===== config.mk =====
export PLATFORM = sky130hd
export DESIGN_NAME = dallanma_denetleyici
export DESIGN_NICKNAME = d
export VERILOG_FILES = /design/src/rtl/dallanma_denetleyici.sv
export SDC_FILE = /design/constraint.sdc
export NUM_CORES = 1
export LEC_CHECK = 0
export CORE_AREA = 8 8 199 201
export DETAILED_ROUTE_END_ITERATION = 8
export DIE_AREA = 0 0 207 209
export GPL_ROUTABILITY_DRIVEN = 0
export PLACE_DENSITY_LB_ADDON = 0.05
export SYNTH_ARGS = -nofsm -noshare
export SYNTH_HDL_FRONTEND = slang
export SYNTH_SLANG_ARGS = --single-unit

===== constraint.sdc =====
create_clock -name clk -period 5.4 [get_ports clk]
set_input_delay 1.08 -clock clk [delete_from_list [all_inputs] [get_ports clk]]
set_output_delay 1.08 -clock clk [all_outputs]
set_load 0.03 [all_outputs]

===== src/rtl/dallanma_denetleyici.sv =====
// dallanma_denetleyici
//   Branch-resolution controller between fetch, the branch predictor and
//   execute. Each prediction issued at fetch is recorded in a circular
//   in-flight queue. Each execute-stage resolution is checked against the
//   oldest outstanding prediction. A mispredict raises a one-cycle redirect,
//   flushes the queue and holds fetch for CEZA cycles. Branch and mispredict
//   totals are kept for the performance counters.
//
// Ports
//   clk, rst         : clock, synchronous active-high reset
//   getir_gecerli    : fetch presents a control-flow instruction
//   getir_ps         : PC of that instruction
//   ongoru_dallan    : predicted taken
//   ongoru_ps        : predicted target
//   yurut_gecerli    : execute resolves a control-flow instruction
//   yurut_ps         : PC of the resolved instruction
//   yurut_dallan     : actual taken outcome
//   yurut_dallan_ps  : actual target
//   getir_durdur     : fetch must hold; pushes are ignored while high
//   duzelt_gecerli   : one-cycle redirect strobe
//   duzelt_ps        : redirect PC, valid with duzelt_gecerli
//   dallanma_sayisi  : count of resolved branches
//   hatali_sayisi    : count of mispredicts, including sequence errors
//   sira_hata        : sticky flag set when a resolution has no matching head
module dallanma_denetleyici #(
  parameter int DERINLIK = 4,
  parameter int CEZA     = 2
) (
  input  logic        clk,
  input  logic        rst,
  input  logic        getir_gecerli,
  input  logic [31:0] getir_ps,
  input  logic        ongoru_dallan,
  input  logic [31:0] ongoru_ps,
  input  logic        yurut_gecerli,
  input  logic [31:0] yurut_ps,
  input  logic        yurut_dallan,
  input  logic [31:0] yurut_dallan_ps,
  output logic        getir_durdur,
  output logic        duzelt_gecerli,
  output logic [31:0] duzelt_ps,
  output logic [31:0] dallanma_sayisi,
  output logic [31:0] hatali_sayisi,
  output logic        sira_hata
);

  localparam int AW = $clog2(DERINLIK);
  localparam int CW = $clog2(CEZA + 1);
  localparam logic [AW:0]   DOLU   = (AW + 1)'(DERINLIK);
  localparam logic [CW-1:0] CEZA_Y = CW'(CEZA);
  localparam logic [CW-1:0] BIR    = CW'(1);

  typedef enum logic {CALIS, TEMIZLE} durum_t;

  durum_t        durum, durum_sonraki;
  logic [CW-1:0] sayac, sayac_sonraki;

  // Queue storage is data only; validity is carried by the pointers/occupancy.
  logic [31:0] kuyruk_ps     [DERINLIK];
  logic        kuyruk_dallan [DERINLIK];
  logic [31:0] kuyruk_hedef  [DERINLIK];

  logic [AW-1:0] bas, son;
  logic [AW:0]   doluluk;

  logic calis, bos, coz, sira_hatasi, yon_hatasi, hedef_hatasi;
  logic hatali, dogru, ekle;

  // Resolution compare against the queue head
  always_comb begin
    calis        = (durum == CALIS);
    bos          = (doluluk == '0);
    coz          = calis & yurut_gecerli;
    sira_hatasi  = bos | (yurut_ps != kuyruk_ps[bas]);
    yon_hatasi   = (kuyruk_dallan[bas] != yurut_dallan);
    // Target only matters when both predicted and actual are taken.
    hedef_hatasi = kuyruk_dallan[bas] & yurut_dallan &
                   (kuyruk_hedef[bas] != yurut_dallan_ps);
    hatali       = coz & (sira_hatasi | yon_hatasi | hedef_hatasi);
    dogru        = coz & ~hatali;
    getir_durdur = (durum == TEMIZLE) | (doluluk == DOLU);
    // A push in the mispredict cycle is wrong-path and is dropped with the flush.
    ekle         = calis & getir_gecerli & ~getir_durdur & ~hatali;
  end

  // Controller FSM: state register
  always_ff @(posedge clk) begin
    if (rst) begin
      durum <= CALIS;
      sayac <= '0;
    end else begin
      durum <= durum_sonraki;
      sayac <= sayac_sonraki;
    end
  end

  // Controller FSM: next state; the penalty counter is loaded on entry and
  // the last TEMIZLE cycle is the one where it holds 1.
  always_comb begin
    durum_sonraki = durum;
    sayac_sonraki = sayac;
    case (durum)
      CALIS: begin
        if (hatali) begin
          durum_sonraki = TEMIZLE;
          sayac_sonraki = CEZA_Y;
        end
      end
      TEMIZLE: begin
        sayac_sonraki = sayac - BIR;
        if (sayac == BIR) durum_sonraki = CALIS;
      end
      default: durum_sonraki = CALIS;
    endcase
  end

  // Queue pointers and occupancy
  always_ff @(posedge clk) begin
    if (rst || hatali) begin
      bas     <= '0;
      son     <= '0;
      doluluk <= '0;
    end else begin
      if (ekle)  son <= son + 1'b1;
      if (dogru) bas <= bas + 1'b1;
      doluluk <= doluluk + (AW + 1)'(ekle) - (AW + 1)'(dogru);
    end
  end

  // Queue entry write
  always_ff @(posedge clk) begin
    if (ekle) begin
      kuyruk_ps[son]     <= getir_ps;
      kuyruk_dallan[son] <= ongoru_dallan;
      kuyruk_hedef[son]  <= ongoru_ps;
    end
  end

  // Registered redirect, statistics and sticky sequence flag
  always_ff @(posedge clk) begin
    if (rst) begin
      duzelt_gecerli  <= 1'b0;
      duzelt_ps       <= '0;
      dallanma_sayisi <= '0;
      hatali_sayisi   <= '0;
      sira_hata       <= 1'b0;
    end else begin
      duzelt_gecerli <= hatali;
      if (hatali) begin
        duzelt_ps     <= yurut_dallan ? yurut_dallan_ps : yurut_ps + 32'd4;
        hatali_sayisi <= hatali_sayisi + 32'd1;
      end
      if (coz) dallanma_sayisi <= dallanma_sayisi + 32'd1;
      if (coz && sira_hatasi) sira_hata <= 1'b1;
    end
  end

endmodule

==> results.toml <==
[cells_and_area]
final_area_um2 = 20240
fin_util_pct = 55.82
nets = 1545
fillCellCount = 3026
synthToLayoutAreaGrowth_pct = 25.53
drive_above_1_share_pct = 10.69

[clock_network]
cts_made_buffers = 41
cts_setup_buffers = 0
root_buffer = "clkbuf_16"
tritoncts = "done"
clkTransAtPathRegs_ns = 0.06
cts.sinks = 370
htree_levels = 2
clock_latency_ns = 0.56
ctsHoldBuffers = 0
cts-resized-gates = 0
cts_buffer_depth = 3

[logic_synthesis]
yosys-top-cells-area = "edfxtp_1 (48%), dfxtp_1 (14%), mux4_2 (6.3%), xnor2_1 (4.6%), mux2i_1 (3.7%)"
syn_area_per_cell_um2 = 13.98
muxShareOfSynthArea_pct = 12.35
syn_inst = 1153
ys_ff_latch = 370
yosys.area.top_type = "edfxtp_1"
synth-compound-area-share_pct = 5.145
synth-xor-area-share_pct = 6.247
synth_simple_gate_area_share_pct = 10.10
synthAdderAreaFrac_pct = 0.9778
synth_most_common_cell = "edfxtp_1"
yosysWarningCount = 0
syn_area_um2 = 16120
synth.net_count = 1299
ys_async_sr_fraction_pct = 0
synth_top_family_by_area = "multiplexers"
synthFlopType = "edfxtp_1"
synth_common_cells = "edfxtp_1 (260), dfxtp_1 (110), nor2_1 (86)"
synth_cell_types = 63
yosysSeqAreaShare_pct = 62.08
synth_edf_count = 260
synth_top_area_share_pct = 48.42

[detailed_routing]
first_iter_violations = 478
wirelength_um = 42800
num_vias = 10360
postRouteAntennaNets = 0
dr.pass1.iters = 7
drc = 0
via_per_inst = 5.452
wl_per_cell_um = 22.53

[sta]
fin_crit_sh_pct = 87.14
rsz0062_at_grt = "false"
hold_viol = 0
final-max-slew-violation-count = 0
slew_headroom_pct = 45.26
finalSetupViolCount = 0
fmax_mhz = 212.5
finalWorstSetupSlack_ns = 0.6942
worstMarginPinSlew_ns = 0.8149
totalNegativeSetupSlack_ns = 0
finClkSkew_ns = 0.01902
min_period_ns = 4.706

[setup_path]
critical_path_required_ns = 5.85
path_max_fanout = 20
end_kind = "register"
crit_chain = "buf_4 > mux4_2 > xnor2_1 > nand4_1 > a2111oi_1 > nand4b_2 > o21ai_4 > and2_1 > inv_1 > ha_1 > inv_1 > ha_1 > fa_1 > xnor2_1 > xnor2_1 > nor2_1"
worstSetupPathType = "register to register"
path_buf_inv = 3
arrival_ns = 5.15
start_kind = "register"
crit_slowest_cell = "a2111oi_1"
critical-path-max-stage-delay_ns = 0.63
critical-path-top-delay-family = "compound AO/OA/AOI/OAI gates"
cpMostUsedCell = "xnor2_1"

[power]
power.total_mw = 6.385
powerDensity_nw_per_um2 = 315.5
ir_worst_vdd_v = 0.0002560
p_leak_nw = 6.590

[floorplan]
pin_count = 233
rows = 70
initial_core_util_pct = 44.47
die_w_um = 207
die_h_um = 209
die_area_um2 = 43260
core_um2 = 36260

[place]
placed_area_um2 = 18940
pre_cts_ws_ns = 0.4593
port-buffer-count = 232
dp_hpwl_um = 31220

[grt]
grt_max_degree = 66
overflow = 0
grt_antenna_before_repair = 2
grtUsageTotal_pct = 19.35
grt_pass1_wl_um = 63880
grt_pass1_vias = 10440

[worst_hold_path]
min_path_type = "register to register"

[job]
cap_violations = 0

[outcome]
status = "completed"
[power breakdown]
group / switching [mW] / internal [mW] / leakage (nW)
Sequential: 0.0324 / 3.11 / 3.25
Combinational: 0.293 / 0.246 / 2.70
Clock: 1.09 / 1.61 / 0.632
Total: 1.42 / 4.97 / 6.59
[tightest hold or removal path: stages, from the launching register on]
cell,delay (ns)
dfxtp_1,0.34
a21oi_1,0.05
nor2_1,0.07
[placed cells by master, fill, tap and decap left out, types with 16 or more instances in the layout]
master,synthesis,routed
clkdlybuf4s50_1,0,230
nand4_1,32,32
or3_1,21,21
nand3_1,33,33
inv_1,28,28
o31ai_1,17,17
nand2_1,77,77
xnor2_1,84,84
xor2_1,31,31
dfxtp_1,110,108
buf_4,6,16
or4_1,21,21
nor2_1,86,86
mux2i_1,59,59
a21oi_1,30,30
mux4_2,45,45
edfxtp_1,260,260
o21ai_0,40,40
clkbuf_16,0,43
[path summary, 6_finish.rpt]
kind             start         end  slack [ns]  depth (start not counted)
max           register  doluluk[2]        0.69                         16
min          sira_hata   sira_hata        0.48                          2
max reg2reg   register  doluluk[2]        0.69                         16
min reg2reg  sira_hata   sira_hata        0.48                          2
[routing by layer]
| layer | vias up | part of all wire (%) | GRT usage (%) |
|---|---|---|---|
| met3 | 73 | 5.5 | 4.086 |
| li1 | 4867 | - | - |
| met1 | 5103 | 43 | 24.34 |
| met2 | 311 | 48 | 32.35 |
| met5 | - | 0.051 | 0 |
| met4 | 4 | 3.2 | 7.789 |
[kinds of logic after synthesis]
group	after synthesis
multiplexers	122
AO/OA/AOI/OAI	126
XOR/XNOR	115
flip-flops	370
AND/OR/NAND/NOR	326
buffers and inverters	82
adder cells (fa/ha/maj)	12
[through the flow]
stage / hold slack [ns] / std cells
2_1_floorplan: 0.4713 / 1153
3_3_place_gp: 0.4533 / 1824
3_5_place_dp: 0.4656 / 1824
4_1_cts: 0.4810 / 1899
5_1_grt: 0.5165 / 1899
6_report: 0.4838 / 1900
[layout make-up]
| cell class | count | area (µm²) | area share [%] |
|---|---|---|---|
| diodes | 1 | 2.502 | 0.01236 |
| repair buffers | 256 | 2608 | 12.88 |
| flip-flops and latches | 370 | 10020 | 49.49 |
| inverters | 29 | 108.9 | 0.5378 |
| well taps | 468 | 585.6 | 2.893 |
| multi-input cells | 701 | 5619 | 27.76 |
| clock inverters | 20 | 167.7 | 0.8284 |
| clock buffers | 55 | 1131 | 5.589 |
[sequential cells by signal, summed over array words and instances (netlist names), named ones only]
register and flops:
kuyruk_ps 128, son 2, duzelt_ps 32, sayac 2, durum 1, dallanma_sayisi 32
doluluk 3, bas 2, hatali_sayisi 32, sira_hata 1, kuyruk_dallan 4, kuyruk_hedef 128
duzelt_gecerli 1
No activity file was read; power rests on OpenSTA's default activity.
